**src/rtl/axi_bus_arbiter.sv**
```systemverilog
// axi_bus_arbiter: two-port AXI4 arbiter onto a single AXI4 master.
//   clk, rst      : rising-edge clock; asynchronous active-low reset
//   s0_*          : port 0 (instruction bus), full AXI4 slave-side bundle
//   s1_*          : port 1 (data bus), full AXI4 slave-side bundle
//   m_*           : shared AXI4 master bundle
// Reads (AR/R) and writes (AW/W/B) have their own FSM and their own round-robin
// pointer, so one port can read while the other writes. Beats pass through
// combinationally; only the grant decision is registered.
module axi_bus_arbiter #(
   parameter int unsigned ADDR_W = 32,
   parameter int unsigned DATA_W = 32
) (
   input  logic                  clk,
   input  logic                  rst,
   // port 0
   input  logic [ADDR_W-1:0]     s0_araddr,
   input  logic [7:0]            s0_arlen,
   input  logic [2:0]            s0_arsize,
   input  logic [1:0]            s0_arburst,
   input  logic                  s0_arvalid,
   output logic                  s0_arready,
   output logic [DATA_W-1:0]     s0_rdata,
   output logic [1:0]            s0_rresp,
   output logic                  s0_rlast,
   output logic                  s0_rvalid,
   input  logic                  s0_rready,
   input  logic [ADDR_W-1:0]     s0_awaddr,
   input  logic [7:0]            s0_awlen,
   input  logic [2:0]            s0_awsize,
   input  logic [1:0]            s0_awburst,
   input  logic                  s0_awvalid,
   output logic                  s0_awready,
   input  logic [DATA_W-1:0]     s0_wdata,
   input  logic [DATA_W/8-1:0]   s0_wstrb,
   input  logic                  s0_wlast,
   input  logic                  s0_wvalid,
   output logic                  s0_wready,
   output logic [1:0]            s0_bresp,
   output logic                  s0_bvalid,
   input  logic                  s0_bready,
   // port 1
   input  logic [ADDR_W-1:0]     s1_araddr,
   input  logic [7:0]            s1_arlen,
   input  logic [2:0]            s1_arsize,
   input  logic [1:0]            s1_arburst,
   input  logic                  s1_arvalid,
   output logic                  s1_arready,
   output logic [DATA_W-1:0]     s1_rdata,
   output logic [1:0]            s1_rresp,
   output logic                  s1_rlast,
   output logic                  s1_rvalid,
   input  logic                  s1_rready,
   input  logic [ADDR_W-1:0]     s1_awaddr,
   input  logic [7:0]            s1_awlen,
   input  logic [2:0]            s1_awsize,
   input  logic [1:0]            s1_awburst,
   input  logic                  s1_awvalid,
   output logic                  s1_awready,
   input  logic [DATA_W-1:0]     s1_wdata,
   input  logic [DATA_W/8-1:0]   s1_wstrb,
   input  logic                  s1_wlast,
   input  logic                  s1_wvalid,
   output logic                  s1_wready,
   output logic [1:0]            s1_bresp,
   output logic                  s1_bvalid,
   input  logic                  s1_bready,
   // shared master
   output logic [ADDR_W-1:0]     m_araddr,
   output logic [7:0]            m_arlen,
   output logic [2:0]            m_arsize,
   output logic [1:0]            m_arburst,
   output logic                  m_arvalid,
   input  logic                  m_arready,
   input  logic [DATA_W-1:0]     m_rdata,
   input  logic [1:0]            m_rresp,
   input  logic                  m_rlast,
   input  logic                  m_rvalid,
   output logic                  m_rready,
   output logic [ADDR_W-1:0]     m_awaddr,
   output logic [7:0]            m_awlen,
   output logic [2:0]            m_awsize,
   output logic [1:0]            m_awburst,
   output logic                  m_awvalid,
   input  logic                  m_awready,
   output logic [DATA_W-1:0]     m_wdata,
   output logic [DATA_W/8-1:0]   m_wstrb,
   output logic                  m_wlast,
   output logic                  m_wvalid,
   input  logic                  m_wready,
   input  logic [1:0]            m_bresp,
   input  logic                  m_bvalid,
   output logic                  m_bready
);

   typedef enum logic [1:0] {RIdle, RAddr, RData} rd_state_e;
   typedef enum logic [1:0] {WIdle, WAddr, WData, WResp} wr_state_e;

   rd_state_e rd_state_q, rd_state_d;
   wr_state_e wr_state_q, wr_state_d;
   logic      rd_grant_q, rd_grant_d, rd_last_q, rd_last_d;
   logic      wr_grant_q, wr_grant_d, wr_last_q, wr_last_d;

   // Round-robin pick: on a tie the port not served last wins.
   function automatic logic pick(input logic v0, input logic v1, input logic last);
      return (v0 & v1) ? ~last : v1;
   endfunction

   always_ff @(posedge clk or negedge rst) begin
      if (!rst) begin
         rd_state_q <= RIdle;
         rd_grant_q <= 1'b0;
         rd_last_q  <= 1'b1;
         wr_state_q <= WIdle;
         wr_grant_q <= 1'b0;
         wr_last_q  <= 1'b1;
      end else begin
         rd_state_q <= rd_state_d;
         rd_grant_q <= rd_grant_d;
         rd_last_q  <= rd_last_d;
         wr_state_q <= wr_state_d;
         wr_grant_q <= wr_grant_d;
         wr_last_q  <= wr_last_d;
      end
   end

   // Read FSM next state
   always_comb begin
      rd_state_d = rd_state_q;
      rd_grant_d = rd_grant_q;
      rd_last_d  = rd_last_q;
      case (rd_state_q)
         RIdle: if (s0_arvalid | s1_arvalid) begin
            rd_grant_d = pick(s0_arvalid, s1_arvalid, rd_last_q);
            rd_state_d = RAddr;
         end
         RAddr: if (m_arvalid & m_arready) rd_state_d = RData;
         RData: if (m_rvalid & m_rready & m_rlast) begin
            rd_state_d = RIdle;
            rd_last_d  = rd_grant_q;
         end
         default: rd_state_d = RIdle;
      endcase
   end

   // Read path routing; everything idles at zero outside the owning state.
   always_comb begin
      m_araddr   = '0;
      m_arlen    = '0;
      m_arsize   = '0;
      m_arburst  = '0;
      m_arvalid  = 1'b0;
      m_rready   = 1'b0;
      s0_arready = 1'b0;
      s1_arready = 1'b0;
      s0_rdata   = '0;
      s0_rresp   = '0;
      s0_rlast   = 1'b0;
      s0_rvalid  = 1'b0;
      s1_rdata   = '0;
      s1_rresp   = '0;
      s1_rlast   = 1'b0;
      s1_rvalid  = 1'b0;
      if (rd_state_q == RAddr) begin
         m_araddr  = rd_grant_q ? s1_araddr  : s0_araddr;
         m_arlen   = rd_grant_q ? s1_arlen   : s0_arlen;
         m_arsize  = rd_grant_q ? s1_arsize  : s0_arsize;
         m_arburst = rd_grant_q ? s1_arburst : s0_arburst;
         m_arvalid = rd_grant_q ? s1_arvalid : s0_arvalid;
         s0_arready = ~rd_grant_q & m_arready;
         s1_arready = rd_grant_q & m_arready;
      end
      if (rd_state_q == RData) begin
         if (rd_grant_q) begin
            s1_rdata  = m_rdata;
            s1_rresp  = m_rresp;
            s1_rlast  = m_rlast;
            s1_rvalid = m_rvalid;
            m_rready  = s1_rready;
         end else begin
            s0_rdata  = m_rdata;
            s0_rresp  = m_rresp;
            s0_rlast  = m_rlast;
            s0_rvalid = m_rvalid;
            m_rready  = s0_rready;
         end
      end
   end

   // Write FSM next state
   always_comb begin
      wr_state_d = wr_state_q;
      wr_grant_d = wr_grant_q;
      wr_last_d  = wr_last_q;
      case (wr_state_q)
         WIdle: if (s0_awvalid | s1_awvalid) begin
            wr_grant_d = pick(s0_awvalid, s1_awvalid, wr_last_q);
            wr_state_d = WAddr;
         end
         WAddr: if (m_awvalid & m_awready) wr_state_d = WData;
         WData: if (m_wvalid & m_wready & m_wlast) wr_state_d = WResp;
         WResp: if (m_bvalid & m_bready) begin
            wr_state_d = WIdle;
            wr_last_d  = wr_grant_q;
         end
         default: wr_state_d = WIdle;
      endcase
   end

   // Write path routing
   always_comb begin
      m_awaddr   = '0;
      m_awlen    = '0;
      m_awsize   = '0;
      m_awburst  = '0;
      m_awvalid  = 1'b0;
      m_wdata    = '0;
      m_wstrb    = '0;
      m_wlast    = 1'b0;
      m_wvalid   = 1'b0;
      m_bready   = 1'b0;
      s0_awready = 1'b0;
      s1_awready = 1'b0;
      s0_wready  = 1'b0;
      s1_wready  = 1'b0;
      s0_bresp   = '0;
      s0_bvalid  = 1'b0;
      s1_bresp   = '0;
      s1_bvalid  = 1'b0;
      case (wr_state_q)
         WAddr: begin
            m_awaddr   = wr_grant_q ? s1_awaddr  : s0_awaddr;
            m_awlen    = wr_grant_q ? s1_awlen   : s0_awlen;
            m_awsize   = wr_grant_q ? s1_awsize  : s0_awsize;
            m_awburst  = wr_grant_q ? s1_awburst : s0_awburst;
            m_awvalid  = wr_grant_q ? s1_awvalid : s0_awvalid;
            s0_awready = ~wr_grant_q & m_awready;
            s1_awready = wr_grant_q & m_awready;
         end
         WData: begin
            m_wdata   = wr_grant_q ? s1_wdata  : s0_wdata;
            m_wstrb   = wr_grant_q ? s1_wstrb  : s0_wstrb;
            m_wlast   = wr_grant_q ? s1_wlast  : s0_wlast;
            m_wvalid  = wr_grant_q ? s1_wvalid : s0_wvalid;
            s0_wready = ~wr_grant_q & m_wready;
            s1_wready = wr_grant_q & m_wready;
         end
         WResp: begin
            if (wr_grant_q) begin
               s1_bresp  = m_bresp;
               s1_bvalid = m_bvalid;
               m_bready  = s1_bready;
            end else begin
               s0_bresp  = m_bresp;
               s0_bvalid = m_bvalid;
               m_bready  = s0_bready;
            end
         end
         default: ;
      endcase
   end

endmodule

```
**config.mk**
```make
export PLATFORM = sky130hd
export DESIGN_NAME = axi_bus_arbiter
export DESIGN_NICKNAME = d
export VERILOG_FILES = /design/src/rtl/axi_bus_arbiter.sv
export SDC_FILE = /design/constraint.sdc
export NUM_CORES = 1
export LEC_CHECK = 0
export ABC_CLOCK_PERIOD_IN_PS = 4050
export BUFFER_PORTS_ARGS = -buffer_cell sky130_fd_sc_hd__buf_2
export CORE_AREA = 4 4 199 201
export CTS_CLUSTER_SIZE = 12
export DETAILED_ROUTE_END_ITERATION = 12
export DIE_AREA = 0 0 203 205
export GPL_TIMING_DRIVEN = 0
export HOLD_SLACK_MARGIN = 0.1
export RECOVER_POWER = 100
export SYNTH_ARGS = -nofsm -noshare
export SYNTH_HDL_FRONTEND = slang
export SYNTH_SLANG_ARGS = --single-unit
```
**constraint.sdc**
```tcl
create_clock -name clk -period 4.05 [get_ports clk]
set_clock_uncertainty 0.15 [all_clocks]
set_input_delay 0.405 -clock clk [delete_from_list [all_inputs] [get_ports clk]]
set_output_delay 0.405 -clock clk [all_outputs]
set_load 0.03 [all_outputs]
```
# Word-level counts from Yosys, hierarchy flattened
# Index checks and enable logic that the tools add are counted.
# word_totals
regBits,8
inputBits,308
mem_count,0
mem_bits_ro,0
latchBits,0
out_inout_bits,216
wordCells,120
ram_bits,0
# op_classes
div_mod_pow,0
n_reduce_logical,8
addsub,0
n_lt_le_gt_ge,0
muxes,73
n_shift,0
bitwise_logic,21
multipliers,0
eq_ne,12
# ops
operator,count
32-bit two-way mux,10
2-bit two-way mux,19
1-bit two-way mux,32
8-bit two-way mux,4
1-bit bitwise AND,15
"2-bit != test, second input constant",7
3-bit two-way mux,4
4-bit two-way mux,2
2-bit case mux with 4 select lines,1
2-bit AND reduction,4
"2-bit == test, second input constant",3
2-bit case mux with 3 select lines,1
"2-bit by 1-bit == test with 1-bit output, second input constant",2
2-bit zero test,2
1-bit NOT,4
4-bit AND reduction,1
3-bit AND reduction,1
1-bit bitwise OR,2

# Logic depth before layout (Yosys ltp)
# Gate-level depths: netlist (run 1).
# depth
word_depth,6
ltp_mapped,5
depth_no_buf,5

# Worst setup path after synthesis (run 1)
# Ideal clock, no wire load.
# synth_path
path_kind,register to output
start,register wr_state_q[1]
end,output m_awaddr[0]
n_path_buf,2
slack_ns,1.900
stages_incl_launch_ff,6
t_arrival_ns,1.595
t_required_ns,3.495
cell_sequence,dfrtp_1 > inv_1 > ha_1 > clkbuf_1 > clkbuf_1 > nor2b_1
# synth_between
elab_chain_len,2
# synth_rtl
element,line,source
from (decl),99,"wr_state_e wr_state_q, wr_state_d;"
from (signal assigned),113,wr_state_q <= WIdle;
from (signal assigned),120,wr_state_q <= wr_state_d;
2-bit by 1-bit == test with 1-bit output,229,case (wr_state_q)
32-bit two-way mux,229,
to (decl),79,"output logic [ADDR_W-1:0] m_awaddr,"
# No other way between the ends.

# Final worst setup path (run 1)
# layout_path
start,register wr_grant_q
end,output m_wdata[11]
# layout_between
elab_chain_len,2
# layout_rtl
element,line,source
from (decl),101,"logic wr_grant_q, wr_grant_d, wr_last_q, wr_last_d;"
from (signal assigned),121,wr_grant_q <= wr_grant_d;
32-bit two-way mux,240,m_wdata = wr_grant_q ? s1_wdata : s0_wdata;
32-bit two-way mux,229,
to (decl),85,"output logic [DATA_W-1:0] m_wdata,"
# No other way between the ends.

==> flow_summary.yaml, run 1 <==
setup_path:
  critPathKind: "flop to output pin"
  end_kind: "output pin"
  worstPathArrival_ps: 2770
  required_ps: 3490
  cp_max_fo: 10
  start_kind: "flop"
power:
  vdd_drop_max_uv: 385
  p_int_mw: 1.45
  seqPwrFrac: 0.036
  power.switching_mw: 2.73
  comb_power_share: 0.921
  swShare: 0.653
  clockPowerShare: 0.043
  powerDensity_nw_per_um2: 657
  p_leak_nw: 3.46
synthesis:
  syn_area_per_cell_sq_um: 7.39
  synth_cells: 442
  synth_warnings: 0
  synth_nets: 754
  yosysUniqueCellTypes: 30
  ys_seq_area_frac: 0.0620
  synth_area_sq_um: 3270
  synth_seq_cells: 8
sta:
  fin_crit_ps: 3320
  relSlewSlack: 0.476
  worstMarginPinSlew_ps: 786
  finalSetupViolCount: 0
  hold_viol: 0
  rsz0062_at_grt: "false"
  holdWs_ps: 310
  max_freq_mhz: 301
  period_share: 0.820
  final_max_slew_viol_count: 0
  tns_ps: 0
die:
  rows: 71
  die-area_sq_um: 41600
  fp.coreArea_sq_um: 37600
  initial_utilization: 0.0869
  dieWidth_um: 203
  ios: 524
  die_h_um: 205
routing:
  postRouteAntennaNets: 0
  route.vias.total: 5335
  drt_pass1_iterations: 4
  drt_iter0_markers: 304
  wl_um: 24000
  avgViaCountPerCell: 3.59
  drc_errors: 0
  routedWlPerCell_um: 16.2
clock_tree:
  clk_pin_slew_ps: 40
  max-clock-path-buffers: 2
  cts_resized: 0
  cts-root-buf: "clkbuf_16"
  htree_levels: 1
  cts-buffers-inserted: 3
  clock-sinks: 8
  insertion_delay_ps: 240
  cts_tree: "built"
hold_path:
  hp-class: "input pin to flop"
status:
  status: "completed"
grt:
  grt_pass1_wl_um: 32900
  antenna_found_initial: 9
  grt_pass1_vias: 5433
  grtUsageTotal: 0.104
  grt-ovfl-total: 0
  grt_max_degree: 11
flow_run:
  max-cap-violations: 0
final_layout:
  nets: 1283
  n_fill_cell: 4404
  design_area_sq_um: 6380
  mostFrequentLayoutCell: "buf_2"
  drive_gt1_frac: 0.383
  layout_common_cells: "363 x buf_2, 200 x clkbuf_1, 131 x mux2i_1, 87 x nor2b_1, 55 x nor2_1"
  area_delta_synth_final_pct: 95.2
placed_design:
  hpwl_um: 22000
  dpl-instance-area_sq_um: 6520
  io_buffers: 523
  gp_congestion: 0.891
## state kept, by name (all words and copies together) (netlist names)
register and flops:
rd_state_q 2, wr_state_q 2, rd_last_q 1, rd_grant_q 1, wr_last_q 1, wr_grant_q 1
## cell families after synthesis
| logic type | count (synthesis) | share of synthesized area |
|---|---|---|
| buffers and inverters | 44 | 0.0628 |
| AOI/OAI and AO/OA | 12 | 0.0318 |
| and+or+nand+nor | 240 | 0.415 |
| muxes | 134 | 0.413 |
| adders and majority gates | 4 | 0.0153 |
| DFF | 8 | 0.0620 |
## area by class of cell
type                            instances  area (sq um)  share of cell area
Multi-Input combinational cell        390          2850               0.446
Timing Repair Buffer                  524          2420               0.380
Tap cell                              511           639               0.100
Sequential cell                         8           203              0.0318
Buffer                                 42           166              0.0261
Clock buffer                            3          75.1              0.0118
Antenna cell                            6          15.0             0.00235
Inverter                                2          7.51             0.00118
## power groups by stage
stage,sequential (mW),clock (mW),combinational (mW)
6_report,0.151,0.179,3.86
5_1_grt,0.157,0.192,4.14
4_1_cts,0.152,0.190,4.07
3_5_place_dp,0.153,0,4.05
3_3_place_gp,0.152,0,4.02
2_1_floorplan,0.146,0,2.84
## path summary, 6_finish.rpt
| check | cells after the start | startpoint | to | slack [ps] |
|---|---|---|---|---|
| setup / recovery | 6 | wr_grant_q | m_wdata[11] | 730 |
| hold / removal | 2 | s1_awvalid | wr_grant_q | 310 |
| setup reg to reg | 5 | wr_grant_q | wr_state_q[1] | 1890 |
| hold reg to reg | 1 | rd_state_q[1] | rd_state_q[0] | 360 |
| max in group asynchronous | 2 | rst | wr_state_q[0] | 2740 |
| min in group asynchronous | 2 | rst | rd_state_q[1] | 570 |
## routing by layer
metal,routed length (um),part of all wire,global-route usage,vias to the layer above
met1,9150,0.38,0.116,2405
li1,-,-,-,2566
met2,12500,0.52,0.200,344
met3,1980,0.082,0.0241,20
met4,412,0.017,0.0247,0
met5,0,0,0,-
## cell usage after synthesis
| master | instances | area [sq um] |
|---|---|---|
| a211oi_2 | 1 | 12.5 |
| a21boi_2 | 1 | 11.3 |
| nand2b_1 | 3 | 18.8 |
| a41oi_1 | 1 | 8.76 |
| o32ai_1 | 1 | 8.76 |
| inv_1 | 2 | 7.51 |
| o21ai_0 | 2 | 10.0 |
| a21o_1 | 1 | 7.51 |
| buf_4 | 5 | 37.5 |
| dfrtp_1 | 6 | 150 |
| mux2_4 | 1 | 15.0 |
| a21oi_1 | 1 | 5.00 |
| nand4_1 | 2 | 12.5 |
| mux2_1 | 2 | 22.5 |
| o32a_1 | 1 | 10.0 |
| nor2_1 | 55 | 206 |
| nor2b_1 | 87 | 544 |
| nand2_1 | 10 | 37.5 |
| nand4b_4 | 1 | 23.8 |
| ha_1 | 4 | 50.1 |
| clkbuf_2 | 1 | 5.00 |
| dfstp_2 | 2 | 52.6 |
| buf_2 | 10 | 50.1 |
| mux2i_1 | 131 | 1310 |
| buf_6 | 1 | 11.3 |
| a32o_1 | 3 | 30.0 |
| and3_1 | 42 | 263 |
| buf_1 | 1 | 3.75 |
| clkbuf_1 | 24 | 90.1 |
| and2_1 | 40 | 250 |
## repair_timing
item | in CTS | in global routing
endpoints found under the setup margin | 0 | 0
hold endpoints to repair | 6 | 0
buffers inserted | 0 | 0
hold buffers | 1 | 0
## stage by stage
step	utilization	total power, mW	instances	worst slack (ps)
after floorplan	-	2.98	442	1900
after global placement	0.174	4.17	1476	1460
after detailed placement	0.174	4.21	1476	1400
after CTS	0.176	4.41	1480	1130
after global routing	0.170	4.49	1485	512
final	0.170	4.19	1486	729
## critical path, cell delays in order, from the launching register on
cell,delay [ps]
dfrtp_1,310
clkbuf_1,330
clkbuf_1,590
clkbuf_1,640
mux2i_1,170
nor2b_1,160
clkbuf_1,330
Power figures use the tool's default switching activity.
==> run 2, diff against run 1 <==
ABC_CLOCK_PERIOD_IN_PS = 3100   (was 4050)
CORE_AREA = 4 4 203 205   (was 4 4 199 201)
DIE_AREA = 0 0 207 209   (was 0 0 203 205)
clock period = 3.1 ns   (was 4.05 ns; I/O delays follow)
==> run 2 against run 1 <==
- die area increased by 4.0%
- non-clock buffer count unchanged
- cell area increased by 0.22%
- sequential share of layout area about the same
- flip-flop and latch count unchanged
- via count increased by 1.4%
- total power increased by 31%
- largest cell class unchanged
- largest power group unchanged
==> flow_summary.yaml, run 2 (synthesis results as in run 1) <==
clock_tree:
  cts-root-buf: "clkbuf_16"
  max-clock-path-buffers: 2
  post_cts_buffers: 0
  insertion_delay_ps: 240
  clk_pin_slew_ps: 40
  cts_resized: 0
  htree_levels: 1
  cts-buffers-inserted: 3
  clock-sinks: 8
  holdBufCountCts: 1
  cts_tree: "built"
setup_path:
  crit-reg2reg-launch: "wr_state_q[0]"
  required_ps: 2640
  start_kind: "flop"
  rr_worst_depth: 5
  worstPathArrival_ps: 2350
  critPathKind: "flop to output pin"
  cp_max_fo: 10
  end_kind: "output pin"
  r2r_end: "wr_state_q[1]"
  rrSetupSlack_ps: 1100
sta:
  fin_crit_ps: 2810
  hold_viol: 0
  rsz0062_at_grt: "false"
  period_share: 0.907
  relSlewSlack: 0.500
  finalSetupViolCount: 0
  tns_ps: 0
  worstMarginPinSlew_ps: 750
  final_max_slew_viol_count: 0
  max_freq_mhz: 356
  worst_slack_ps: 288
grt:
  grt-ovfl-total: 0
  grt_max_degree: 11
  antenna_found_initial: 8
  grt_pass1_wl_um: 32400
  grtUsageTotal: 0.0962
  grt_pass1_vias: 5577
placed_design:
  io_buffers: 523
  gp_congestion: 0.963
  hpwl_um: 21200
  dp_slack_ps: 677
routing:
  drc_errors: 0
  avgViaCountPerCell: 3.62
  drt_iter0_markers: 218
  drt_pass1_iterations: 5
  postRouteAntennaNets: 0
  wl_um: 23200
  route.vias.total: 5412
  routedWlPerCell_um: 15.5
final_layout:
  reg.largest.list: "rd_state_q x2, wr_state_q x2"
  area_delta_synth_final_pct: 95.6
  drive_gt1_frac: 0.378
  nets: 1283
  mostFrequentLayoutCell: "buf_2"
  layout_common_cells: "343 x buf_2, 206 x clkbuf_1, 131 x mux2i_1, 87 x nor2b_1, 55 x nor2_1"
power:
  powerDensity_nw_per_um2: 857
  p_leak_nw: 3.42
  vdd_drop_max_uv: 361
die:
  initial_utilization: 0.0828
  ios: 524
  die_h_um: 209
  die-area_sq_um: 43300
  fp.coreArea_sq_um: 39500
  rows: 73
  dieWidth_um: 207
hold_path:
  hp-start: "s1_arvalid"
  min_path_cells: 2
  hp-class: "input pin to flop"
  whs_endpoint: "rd_grant_q"
flow_run:
  max-cap-violations: 0
status:
  status: "completed"
[run 2: changes by cell type in the layout (fill, tap and decap cells not counted), sizes merged]
cell    change
buf        -16
clkbuf     +16
diode       -4
[run 2: cell type report]
| type | count | area [sq um] |
|---|---|---|
| fill | 4620 | 33100 |
| multi-input combinational | 390 | 2850 |
| timing repair buffer | 524 | 2400 |
| tap | 525 | 657 |
| sequential | 8 | 203 |
| buffer | 42 | 188 |
| clock buffer | 3 | 75.1 |
| inverter | 2 | 7.51 |
| antenna | 2 | 5.00 |
[run 2: per-stage QoR]
step / power [mW] / utilization / hold slack, ps / cells / cell area [sq um]
2_1_floorplan: 3.90 / - / -136 / 442 / 3270
3_3_place_gp: 5.43 / 0.166 / 89.1 / 1490 / 6540
3_5_place_dp: 5.50 / 0.166 / 92.4 / 1490 / 6540
4_1_cts: 5.75 / 0.168 / 196 / 1494 / 6630
5_1_grt: 5.86 / 0.162 / 209 / 1496 / 6390
6_report: 5.48 / 0.162 / 206 / 1496 / 6390
[run 2: worst max-delay path by stage]
stage,startpoint,endpoint,cells after the start
finish,wr_grant_q,m_wdata[2],6
global route,wr_grant_q,m_wdata[2],6
CTS,wr_state_q[1],m_awaddr[6],6
detailed placement,wr_state_q[1],m_awaddr[6],6
global placement,wr_state_q[1],m_awaddr[6],6
floorplan,wr_state_q[1],m_awaddr[0],5
[run 2: metal layers]
layer | track usage | vias to the layer above | share of wire
li1 | - | 2555 | -
met1 | 0.103 | 2446 | 0.37
met2 | 0.188 | 381 | 0.53
met3 | 0.0245 | 30 | 0.081
met4 | 0.0210 | 0 | 0.019
met5 | 0 | - | 0
[run 2: power breakdown]
group	switching, mW	internal (mW)	total (mW)
logic	3.48	1.57	5.05
registers	0.0405	0.158	0.199
clock network	0.0642	0.168	0.232
[run 2: critical path: stages (launching register included)]
cell      delay, ps
dfrtp_1         310
clkbuf_1        250
clkbuf_1        580
buf_4           370
mux2i_1         120
nor2b_1         130
clkbuf_1        340
